## config.mk

```make
export PLATFORM = sky130hd
export DESIGN_NAME = seq_tx0101
export DESIGN_NICKNAME = d
export VERILOG_FILES = /design/src/rtl/seq_tx0101.sv
export SDC_FILE = /design/constraint.sdc
export NUM_CORES = 1
export LEC_CHECK = 0
export ABC_AREA = 1
export CORE_UTILIZATION = 32
export CTS_CLUSTER_SIZE = 30
export DETAILED_ROUTE_END_ITERATION = 10
export GPL_TIMING_DRIVEN = 0
export PLACE_DENSITY = 0.52
export SETUP_SLACK_MARGIN = 0.1
export SYNTH_ARGS = -nofsm -noshare
export SYNTH_HDL_FRONTEND = slang
export SYNTH_SLANG_ARGS = --single-unit
export TNS_END_PERCENT = 30
```

## constraint.sdc

```tcl
create_clock -name clock -period 4.3 [get_ports clock]
set_input_delay 0.86 -clock clock [delete_from_list [all_inputs] [get_ports clock]]
set_output_delay 0.86 -clock clock [all_outputs]
set_load 0.1 [all_outputs]
```

## src/rtl/seq_tx0101.sv

```systemverilog
// Serial transmitter for the 0101 recognizer: loads a word, shifts len bits out MSB-first
// with a valid qualifier, and counts emitted 0101 matches using restart-after-match.
//
// state | meaning
// IDLE  | ready, waiting for a legal load
// SHIFT | emitting frame bits; remaining==0 means the last bit is on the wire
// FIN   | one-cycle done pulse; a legal load here starts the next frame
module seq_tx0101 #(
   parameter int WIDTH = 16,
   parameter int CNT_W = 5
) (
   input  logic             clock,
   input  logic             reset,
   input  logic             load,
   input  logic [WIDTH-1:0] data_in,
   input  logic [CNT_W-1:0] len_in,
   input  logic             stall,
   output logic             ready,
   output logic             seq_out,
   output logic             seq_valid,
   output logic             done,
   output logic [CNT_W-1:0] match_cnt
);

   typedef enum logic [1:0] {ST_IDLE, ST_SHIFT, ST_FIN} state_t;
   typedef enum logic [1:0] {T_S0, T_S1, T_S2, T_S3} trk_t;

   localparam logic [CNT_W-1:0] WIDTH_C = CNT_W'(WIDTH);

   state_t           state, state_n;
   trk_t             trk, trk_n, trk_base;
   logic [WIDTH-1:0] shreg, shreg_n;
   logic [CNT_W-1:0] remaining, remaining_n;
   logic [CNT_W-1:0] cnt_n, cnt_base;
   logic             ready_n, seq_out_n, seq_valid_n, done_n;
   logic             emit, emit_bit;
   logic             len_ok;
   logic [CNT_W-1:0] shamt;
   logic [WIDTH-1:0] aligned;

   assign len_ok  = (len_in != '0) && (len_in <= WIDTH_C);
   assign shamt   = WIDTH_C - len_in;
   assign aligned = data_in << shamt;

   always_ff @(posedge clock) begin
      if (reset) begin
         state     <= ST_IDLE;
         trk       <= T_S0;
         shreg     <= '0;
         remaining <= '0;
         ready     <= 1'b1;
         seq_out   <= 1'b0;
         seq_valid <= 1'b0;
         done      <= 1'b0;
         match_cnt <= '0;
      end else begin
         state     <= state_n;
         trk       <= trk_n;
         shreg     <= shreg_n;
         remaining <= remaining_n;
         ready     <= ready_n;
         seq_out   <= seq_out_n;
         seq_valid <= seq_valid_n;
         done      <= done_n;
         match_cnt <= cnt_n;
      end
   end

   always_comb begin
      state_n     = state;
      shreg_n     = shreg;
      remaining_n = remaining;
      trk_base    = trk;
      cnt_base    = match_cnt;
      ready_n     = 1'b0;
      done_n      = 1'b0;
      emit        = 1'b0;
      emit_bit    = 1'b0;

      case (state)
         ST_IDLE, ST_FIN: begin
            state_n = ST_IDLE;
            ready_n = 1'b1;
            // The accepting edge already presents the first bit, so it is valid next cycle.
            if (load && len_ok) begin
               state_n     = ST_SHIFT;
               ready_n     = 1'b0;
               emit        = 1'b1;
               emit_bit    = aligned[WIDTH-1];
               shreg_n     = aligned << 1;
               remaining_n = len_in - CNT_W'(1);
               trk_base    = T_S0;
               cnt_base    = '0;
            end
         end
         ST_SHIFT: begin
            if (remaining == '0) begin
               state_n = ST_FIN;
               done_n  = 1'b1;
               ready_n = 1'b1;
            end else if (!stall) begin
               emit        = 1'b1;
               emit_bit    = shreg[WIDTH-1];
               shreg_n     = shreg << 1;
               remaining_n = remaining - CNT_W'(1);
            end
         end
         default: begin
            state_n = ST_IDLE;
            ready_n = 1'b1;
         end
      endcase

      trk_n       = trk_base;
      cnt_n       = cnt_base;
      seq_valid_n = emit;
      seq_out_n   = emit & emit_bit;
      if (emit) begin
         case (trk_base)
            T_S0: trk_n = emit_bit ? T_S0 : T_S1;
            T_S1: trk_n = emit_bit ? T_S2 : T_S1;
            T_S2: trk_n = emit_bit ? T_S0 : T_S3;
            T_S3: begin
               // Completed match: restart from scratch so the tail is never reused.
               if (emit_bit) begin
                  trk_n = T_S0;
                  cnt_n = cnt_base + CNT_W'(1);
               end else begin
                  trk_n = T_S1;
               end
            end
            default: trk_n = T_S0;
         endcase
      end
   end

endmodule

```

==> results of run 1 <==
final timing paths:
check | from | endpoint | slack (ns) | depth (start not counted)
max | len_in[1] | shreg[7] | 1.54 | 10
min | remaining[0] | remaining[0] | 0.48 | 2
max reg2reg | state[0] | remaining[4] | 2.64 | 9
min reg2reg | remaining[0] | remaining[0] | 0.48 | 2
cell families after synthesis:
group / Yosys count / share of synthesized area
compound gates: 75 / 0.1927
xor+xnor: 3 / 0.01183
fa+ha+maj: 2 / 0.01127
buf+inv: 42 / 0.09690
flops: 33 / 0.2975
simple gates: 182 / 0.3899
flip-flops by register name, indices dropped and copies added (netlist names):
signal     count
shreg         15
match_cnt      5
remaining      5
state          2
trk            2
done           1
ready          1
seq_out        1
seq_valid      1
cell type report:
cell class	count	area, um2
Fill cell	724	3807
Multi-Input combinational cell	262	1345
Sequential cell	33	660.6
Timing Repair Buffer	32	320.3
Buffer	16	113.9
Inverter	26	101.3
Tap cell	77	96.34
Clock buffer	7	86.33
placed cells by master (no fill, tap or decap), types with 4 or more instances in the layout:
cell / count
buf_2: 6
nand3_1: 32
nand3_2: 4
buf_4: 4
clkbuf_1: 4
nand2_2: 5
o21ai_0: 36
nor3_1: 4
clkbuf_8: 6
nand2_1: 101
nor2_1: 23
a21oi_1: 21
dfxtp_1: 33
inv_1: 22
clkdlybuf4s50_1: 32
a41oi_1: 6
power by group through the flow:
stage | clock network (mW) | logic (mW) | registers, mW
after floorplan | 0 | 0.163 | 0.366
after global placement | 0 | 0.255 | 0.352
after detailed placement | 0 | 0.254 | 0.352
after CTS | 0.240 | 0.255 | 0.345
after global routing | 0.258 | 0.286 | 0.348
final | 0.234 | 0.256 | 0.345
tightest hold or removal path: stages (launching register included):
cell and delay (ns):
dfxtp_1 0.30, inv_1 0.07, a21oi_1 0.06
cells in the mapped netlist:
| cell | count |
|---|---|
| clkbuf_1 | 3 |
| buf_6 | 2 |
| o21ai_1 | 2 |
| a41oi_1 | 6 |
| nand2_1 | 101 |
| nor3_1 | 4 |
| nand3_2 | 4 |
| o21a_1 | 2 |
| xnor2_1 | 2 |
| nand3_1 | 32 |
| nor2_1 | 23 |
| clkinv_2 | 1 |
| or2_2 | 3 |
| inv_2 | 2 |
| buf_4 | 4 |
| o21ai_0 | 36 |
| nand2_4 | 3 |
| dfxtp_1 | 33 |
| a31oi_1 | 3 |
| a22oi_1 | 3 |
| a21boi_0 | 1 |
| xor2_1 | 1 |
| nand3_4 | 1 |
| buf_2 | 6 |
| nand2_2 | 5 |
| nand4_4 | 2 |
| o21ai_4 | 1 |
| ha_1 | 2 |
| nor2_4 | 2 |
| nand3b_1 | 1 |
| nand4_1 | 1 |
| inv_4 | 1 |
| a21oi_1 | 21 |
| inv_1 | 22 |
| buf_12 | 1 |
metrics by stage:
| stage | total power [mW] | cells |
|---|---|---|
| finish | 0.8356 | 453 |
| floorplan | 0.5294 | 337 |
| CTS | 0.8409 | 453 |
| detailed placement | 0.6062 | 446 |
| global placement | 0.6070 | 446 |
| global route | 0.8918 | 453 |
per-layer routing:
layer / GRT usage / routed length [um] / part of all wire
met1: 0.2592 / 3081 / 0.52
met2: 0.2720 / 2584 / 0.44
met3: 0.03794 / 256 / 0.043
met4: 0.02273 / 9 / 0.0015
met5: 0 / 0 / 0
==> results.py, run 1 <==
metrics = {
    "synth": {
        "ys_seq_elements": 33,
        "netlist_top_cells_area": "dfxtp_1 30%, nand2_1 17%, o21ai_0 8.1%",
        "synthesis.area_um2": 2221,
        "ys_seq_area_frac": 0.2975,
        "synth.distinct_cells": 35,
        "netlist_instances": 337,
        "yosysTopAreaCell": "dfxtp_1",
        "synth_fp_nets": 364,
        "synth_top_cell_area_share": 0.2975,
        "yosys_warnings": 0,
        "avgSynthCellArea_um2": 6.590,
    },
    "final_layout": {
        "final_core_util": 0.4171,
        "antenna_cells": 0,
        "stdcell_area_um2": 2724,
        "nets": 403,
        "area_delta_synth_final_pct": 22.65,
        "drive_gt1_frac": 0.1170,
    },
    "sta": {
        "worst_slack_ns": 1.536,
        "fin_setup_tns_ns": 0,
        "hold_viol_final": 0,
        "rsz0062_at_grt": "no",
        "setup_viol": 0,
        "slew_headroom": 0.3529,
        "holdWs_ns": 0.4768,
        "fin_crit_sh": 0.6429,
        "tightestPinTransition_ns": 0.9676,
        "fmax_mhz": 361.7,
        "finClkSkew_ns": 0.004967,
        "period_needed_ns": 2.764,
        "final_max_slew_viol_count": 0,
    },
    "grt": {
        "first_global_vias": 2180,
        "grt_pass1_wl_um": 10260,
        "grt_max_degree": 11,
        "antenna_found_initial": 0,
        "grt_overflow": 0,
        "grt_use_total": 0.1765,
    },
    "worst_setup_path": {
        "end_kind": "register",
        "arrival_ns": 2.93,
        "cp_max_fo": 10,
        "startpoint_type": "input pin",
        "criticalPathCategory": "in -> reg",
        "required_ns": 4.46,
        "critical_path_buf_inv_count": 4,
        "cp_top_family": "buffers and inverters",
        "critPathMostFrequentCell": "inv_1",
        "path_cells": "clkdlybuf4s50_1, inv_1, ha_1, inv_1, buf_2, o21a_1, nand2_1, o21ai_0, a22oi_1, a21oi_1",
        "slowest_stage": "clkdlybuf4s50_1",
        "slowest_delay_ns": 0.49,
    },
    "drt": {
        "wl_um": 5932,
        "avgViaCountPerCell": 4.971,
        "num_vias": 2252,
        "drt_iter0_markers": 132,
        "routedWlPerCell_um": 13.09,
        "ant_nets": 0,
        "firstDrtPassIters": 4,
        "drc": 0,
    },
    "clock_network": {
        "cts-root-buf": "clkbuf_8",
        "cts_buffers": 5,
        "clk_path_buf_depth": 2,
        "insertion_delay_ns": 0.28,
        "postCtsSetupBuffers": 0,
        "cts_resized": 0,
        "cts.sinks": 33,
        "clk_pin_slew_ns": 0.07,
        "cts_tree": "built",
        "holdBufCountCts": 0,
        "cts_max_level": 2,
    },
    "power_and_ir_drop": {
        "combPwrFrac": 0.306,
        "power_frac_seq": 0.413,
        "p_leak_nw": 1.135,
        "p_per_area_nw_per_um2": 306.8,
        "p_int_mw": 0.5521,
        "peakVddDrop_uv": 220.3,
        "p_sw_frac": 0.3393,
        "clkPwrFrac": 0.280,
        "p_switching_mw": 0.2835,
    },
    "placement": {
        "place_ws_ns": 1.293,
        "dpl_cell_area_um2": 2638,
        "portBuffers": 32,
        "gp_congestion": 0.9019,
        "hpwl_um": 4721,
    },
    "min_path": {
        "hold_path_class": "reg -> reg",
    },
    "floorplanning": {
        "dieArea_um2": 7278,
        "ios": 34,
        "fp.dieW_um": 85.31,
        "rows": 29,
        "fp.dieH_um": 85.31,
        "start_util": 0.3400,
        "core_area_um2": 6531,
    },
    "status": {
        "status": "finished, final reports clean",
    },
    "job": {
        "cap_violations": 0,
    },
}
Power figures use the tool's default switching activity.
==> inputs of run 2 (changes only) <==
--- a/config.mk
+++ b/config.mk
@@ -10,7 +10,7 @@
 export CTS_CLUSTER_SIZE = 30
 export DETAILED_ROUTE_END_ITERATION = 10
 export GPL_TIMING_DRIVEN = 0
-export PLACE_DENSITY = 0.52
+export PLACE_DENSITY = 0.54
 export SETUP_SLACK_MARGIN = 0.1
 export SYNTH_ARGS = -nofsm -noshare
 export SYNTH_HDL_FRONTEND = slang
==> constraint.sdc (replaced) <==
create_clock -name clock -period 2.3 [get_ports clock]
set_input_delay 0.46 -clock clock [delete_from_list [all_inputs] [get_ports clock]]
set_output_delay 0.46 -clock clock [all_outputs]
set_load 0.1 [all_outputs]
==> run 2 against run 1 <==
Effect of this change:
- non-clock buffer count did not move
- critical path depth down 9
- setup slack got worse by 1.5 ns
- power grew 86%
- critical endpoint is now match_cnt[1]
- largest power group unchanged
- highest routed layer unchanged
==> results.py, run 2 (synthesis results as in run 1) <==
metrics = {
    "final_layout": {
        "largest_register": "shreg",
        "antenna_cells": 0,
        "drive_gt1_frac": 0.1300,
        "area_delta_synth_final_pct": 23.72,
        "layout_common_cells": "101 x nand2_1, 36 x o21ai_0, 33 x dfxtp_1",
        "top_regs": "shreg x15, match_cnt x5, remaining x5",
        "nets": 403,
        "final_core_util": 0.4207,
        "layout_commonest_cell": "nand2_1",
        "largest_reg_flops": 15,
    },
    "floorplanning": {
        "fp.dieH_um": 85.31,
        "rows": 29,
        "ios": 34,
        "core_area_um2": 6531,
        "start_util": 0.3400,
        "dieArea_um2": 7278,
        "fp.dieW_um": 85.31,
    },
    "clock_network": {
        "clk_path_buf_depth": 2,
        "cts_tree": "built",
        "cts_buffers": 5,
        "postCtsSetupBuffers": 0,
        "cts_max_level": 2,
        "holdBufCountCts": 0,
        "insertion_delay_ns": 0.28,
        "cts.sinks": 33,
        "cts-root-buf": "clkbuf_8",
        "clk_pin_slew_ns": 0.07,
    },
    "worst_setup_path": {
        "rr_endpoint": "remaining[4]",
        "required_ns": 1.84,
        "criticalPathCategory": "reg -> out",
        "rr_worst_depth": 8,
        "worstReg2RegStart": "state[0]",
        "slowest_stage": "clkdlybuf4s50_1",
        "r2r_slack_ns": 0.62,
        "critical_path_buf_inv_count": 1,
        "startpoint_type": "register",
        "path_cells": "clkdlybuf4s50_1",
        "arrival_ns": 1.77,
        "slowest_delay_ns": 1.14,
        "cp_top_family": "buffers and inverters",
        "cp_max_fo": 3,
        "end_kind": "output pin",
    },
    "drt": {
        "num_vias": 2284,
        "firstDrtPassIters": 5,
        "drt_iter0_markers": 125,
        "avgViaCountPerCell": 5.031,
        "ant_nets": 0,
        "wl_um": 5941,
        "drc": 0,
        "routedWlPerCell_um": 13.09,
    },
    "grt": {
        "grt_use_total": 0.1758,
        "first_global_vias": 2181,
        "grt_pass1_wl_um": 10180,
        "antenna_found_initial": 0,
        "grt_max_degree": 11,
        "grt_overflow": 0,
    },
    "sta": {
        "hold_viol_final": 0,
        "fin_crit_sh": 0.9677,
        "slew_headroom": 0.3553,
        "tightestPinTransition_ns": 0.9640,
        "setup_viol": 0,
        "fmax_mhz": 449.3,
        "period_needed_ns": 2.226,
        "rsz0062_at_grt": "yes",
        "finClkSkew_ns": 0.002370,
        "fin_setup_tns_ns": 0,
        "final_max_slew_viol_count": 0,
        "worst_slack_ns": 0.07421,
    },
    "placement": {
        "portBuffers": 32,
        "place_ws_ns": -0.3272,
        "hpwl_um": 4693,
        "gp_congestion": 0.9293,
    },
    "power_and_ir_drop": {
        "totalPowerFinal_mw": 1.552,
        "p_per_area_nw_per_um2": 564.9,
        "peakVddDrop_uv": 261.9,
        "p_leak_nw": 1.163,
    },
    "min_path": {
        "hold_path_class": "reg -> reg",
        "whs_endpoint": "match_cnt[1]",
        "holdPathStages": 2,
        "hp-start": "match_cnt[1]",
    },
    "status": {
        "status": "finished, final reports clean",
    },
    "job": {
        "cap_violations": 0,
    },
}
[run 2: cell types whose count changed in the layout (fill, tap and decap cells not counted), sizes merged]
cell | previous run | this run
clkbuf | 10 | 9
dlymetal6s2s | 0 | 1
clkdlybuf4s50 | 32 | 30
clkinv | 1 | 2
dlygate4sd2 | 0 | 1
inv | 25 | 26
[run 2: layer usage]
metal | share of wire | routed length, um | GRT usage
met1 | 0.52 | 3099 | 0.2541
met2 | 0.45 | 2651 | 0.2749
met3 | 0.027 | 163 | 0.02918
met4 | 0.0045 | 27 | 0.03636
met5 | 0 | 0 | 0
[run 2: where the power goes]
group	switching (mW)	internal [mW]
sequential	0.0273	0.619
combinational	0.307	0.181
clock	0.208	0.209
[run 2: worst max path at each step]
stage / from / endpoint / slack (ns) / cells after the start
3_5_place_dp: len_in[1] / shreg[13] / -0.33 / 9
5_1_grt: len_in[1] / shreg[15] / 0.02 / 10
3_3_place_gp: len_in[1] / shreg[13] / -0.34 / 9
4_1_cts: match_cnt[0] / match_cnt[0] / 0.02 / 1
2_1_floorplan: len_in[0] / shreg[7] / 0.26 / 11
6_report: match_cnt[1] / match_cnt[1] / 0.07 / 1
[run 2: cell type report]
| cell class | instances | area (um2) |
|---|---|---|
| Fill cell | 714 | 3784 |
| Inverter | 26 | 102.6 |
| Clock inverter | 2 | 10.01 |
| Buffer | 16 | 115.1 |
| Tap cell | 77 | 96.34 |
| Timing Repair Buffer | 32 | 321.6 |
| Multi-Input combinational cell | 262 | 1369 |
| Sequential cell | 33 | 660.6 |
| Clock buffer | 6 | 72.57 |
[run 2: timing repair]
action | 4_1_cts | 5_1_grt
resized for setup | 6 | 3
endpoints found under the setup margin | 19 | 16
cloned | 0 | 0
[run 2: metrics by stage]
step | hold slack, ns | instance area (um2) | instances
2_1_floorplan | 0.4386 | 2221 | 337
3_3_place_gp | 0.4562 | 2638 | 446
3_5_place_dp | 0.4634 | 2638 | 446
4_1_cts | 0.4823 | 2739 | 454
5_1_grt | 0.5039 | 2748 | 454
6_report | 0.4815 | 2748 | 454
[run 2: tightest hold or removal path: stages (launching register included)]
cell,delay (ns)
dfxtp_1,0.32
nand2_1,0.06
a21oi_1,0.05
==> inputs of run 3 (changes only) <==
--- a/config.mk
+++ b/config.mk
@@ -6,11 +6,11 @@
 export NUM_CORES = 1
 export LEC_CHECK = 0
 export ABC_AREA = 1
-export CORE_UTILIZATION = 32
+export CORE_UTILIZATION = 49
 export CTS_CLUSTER_SIZE = 30
 export DETAILED_ROUTE_END_ITERATION = 10
 export GPL_TIMING_DRIVEN = 0
-export PLACE_DENSITY = 0.54
+export PLACE_DENSITY = 0.76
 export SETUP_SLACK_MARGIN = 0.1
 export SYNTH_ARGS = -nofsm -noshare
 export SYNTH_HDL_FRONTEND = slang
==> run 3 against run 2 <==
Effect of this change:
- hold slack got worse by 0.0096 ns
- sequential power barely moved
- via count up 4.9%
- sequential share of layout area is 0.15 points higher
- first-iteration DRC count increased by 51%
- clock-buffer cell count rose by 1
- final area down 0.64%
- clock skew increased by 0.0090 ns
- register-to-register slack gained 0.03 ns
- critical path type unchanged
- critical endpoint is now match_cnt[4]
- largest cell class unchanged
==> results.py, run 3 (synthesis results as in run 1) <==
metrics = {
    "final_layout": {
        "area_delta_synth_final_pct": 22.93,
        "nets": 403,
        "largest_reg_flops": 15,
        "layout_commonest_cell": "nand2_1",
        "antenna_cells": 0,
        "layout_common_cells": "101 x nand2_1, 35 x o21ai_0, 33 x dfxtp_1",
        "largest_register": "shreg",
        "drive_gt1_frac": 0.1300,
        "top_regs": "shreg x15, match_cnt x5, remaining x5",
        "stdcell_area_um2": 2730,
    },
    "clock_network": {
        "cts.sinks": 33,
        "cts_max_level": 2,
        "cts-root-buf": "clkbuf_8",
        "insertion_delay_ns": 0.29,
        "cts_tree": "built",
        "holdBufCountCts": 0,
        "clk_pin_slew_ns": 0.06,
        "clk_path_buf_depth": 2,
        "cts_buffers": 5,
    },
    "power_and_ir_drop": {
        "power_frac_seq": 0.399,
        "p_leak_nw": 1.178,
        "p_switching_mw": 0.5477,
        "p_sw_frac": 0.3383,
        "peakVddDrop_uv": 370.9,
        "combPwrFrac": 0.302,
        "clkPwrFrac": 0.299,
        "p_per_area_nw_per_um2": 593.0,
        "p_int_mw": 1.071,
    },
    "drt": {
        "avgViaCountPerCell": 5.585,
        "drc": 0,
        "ant_nets": 0,
        "num_vias": 2396,
        "firstDrtPassIters": 6,
        "wl_um": 5725,
        "routedWlPerCell_um": 13.34,
        "drt_iter0_markers": 189,
    },
    "status": {
        "status": "finished, final reports clean",
    },
    "placement": {
        "portBuffers": 32,
        "hpwl_um": 4386,
        "place_ws_ns": -0.2528,
        "dpl_cell_area_um2": 2606,
        "gp_congestion": 0.9306,
    },
    "sta": {
        "fin_crit_sh": 0.9653,
        "rsz0062_at_grt": "yes",
        "worst_slack_ns": 0.07984,
        "setup_viol": 0,
        "finClkSkew_ns": 0.01136,
        "period_needed_ns": 2.220,
        "tightestPinTransition_ns": 0.9641,
        "hold_viol_final": 0,
        "slew_headroom": 0.3553,
        "final_max_slew_viol_count": 0,
        "fmax_mhz": 450.4,
    },
    "min_path": {
        "whs_endpoint": "match_cnt[1]",
        "holdPathStages": 2,
        "hp-start": "match_cnt[1]",
        "hold_path_class": "reg -> reg",
    },
    "floorplanning": {
        "fp.dieW_um": 69.33,
        "fp.dieH_um": 69.33,
        "start_util": 0.5101,
        "core_area_um2": 4354,
        "ios": 34,
        "dieArea_um2": 4806,
        "rows": 24,
    },
    "worst_setup_path": {
        "cp_top_family": "buffers and inverters",
        "cp_max_fo": 3,
        "worstReg2RegStart": "state[0]",
        "slowest_stage": "clkdlybuf4s50_1",
        "critical_path_buf_inv_count": 1,
        "startpoint_type": "register",
        "criticalPathCategory": "reg -> out",
        "arrival_ns": 1.76,
        "required_ns": 1.84,
        "rr_endpoint": "remaining[4]",
        "path_cells": "clkdlybuf4s50_1",
        "rr_worst_depth": 9,
        "r2r_slack_ns": 0.65,
        "slowest_delay_ns": 1.14,
        "end_kind": "output pin",
    },
    "grt": {
        "first_global_vias": 2103,
        "grt_overflow": 0,
        "grt_pass1_wl_um": 9494,
        "antenna_found_initial": 0,
        "grt_max_degree": 11,
        "grt_use_total": 0.2433,
    },
    "job": {
        "cap_violations": 0,
    },
}
[run 3: changes by cell type in the layout (fill, tap and decap cells not counted), sizes merged]
| cell | previous run | this run |
|---|---|---|
| dlygate4sd2 | 1 | 2 |
| clkdlybuf4s50 | 30 | 29 |
| clkinv | 2 | 1 |
| clkbuf | 9 | 10 |
[run 3: how the worst max path moves through the flow]
stage | start | end | slack (ns) | cells after the start
6_report | match_cnt[4] | match_cnt[4] | 0.08 | 1
3_5_place_dp | len_in[1] | shreg[7] | -0.25 | 10
5_1_grt | match_cnt[4] | match_cnt[4] | 0.04 | 1
2_1_floorplan | len_in[0] | shreg[7] | 0.26 | 11
3_3_place_gp | len_in[1] | shreg[7] | -0.29 | 10
4_1_cts | match_cnt[4] | match_cnt[4] | 0.07 | 1
[run 3: area by class of cell]
cell class | count | area [um2]
fill | 406 | 1624
buffer | 16 | 117.6
inverter | 26 | 102.6
multi-input combinational | 262 | 1363
timing repair buffer | 32 | 320.3
clock buffer | 7 | 96.34
clock inverter | 1 | 5.005
tap | 52 | 65.06
sequential | 33 | 660.6
[run 3: stage by stage]
stage	setup TNS (ns)	hold slack (ns)	total power [mW]	instances	utilization
floorplan	0	0.4386	0.9897	337	-
global placement	-3.825	0.4680	1.125	421	0.5986
detailed placement	-3.329	0.4679	1.129	421	0.5986
CTS	0	0.4780	1.609	429	0.6224
global route	0	0.5038	1.700	429	0.6270
finish	0	0.4719	1.619	429	0.6270
[run 3: per-layer routing]
metal  share of wire  vias up  wire length (um)  GRT usage
met1            0.47     1087              2675     0.3484
met2            0.45      103              2584     0.3786
li1                -     1199                 -          -
met4           0.010        0                57    0.06122
met3           0.071        7               407    0.04070
met5               0        -                 0          0
[run 3: worst reg2reg max path, stage by stage, from the launching register on]
cell and delay (ns):
dfxtp_1 0.35, inv_1 0.07, nor2_4 0.10, buf_2 0.23, nand2_1 0.07, o21ai_0 0.15
ha_1 0.26, nand3_1 0.10, xor2_1 0.16, a21oi_1 0.11
[run 3: what timing repair did]
item	in CTS	in global routing
endpoints found under the setup margin	14	21
resized for setup	5	7
setup buffers	0	0
cloned	0	0
[run 3: power groups by stage]
stage	clock network, mW	registers [mW]	logic (mW)
2_1_floorplan	0	0.684	0.306
3_3_place_gp	0	0.657	0.467
3_5_place_dp	0	0.658	0.471
4_1_cts	0.488	0.646	0.476
5_1_grt	0.515	0.650	0.535
6_report	0.484	0.646	0.489
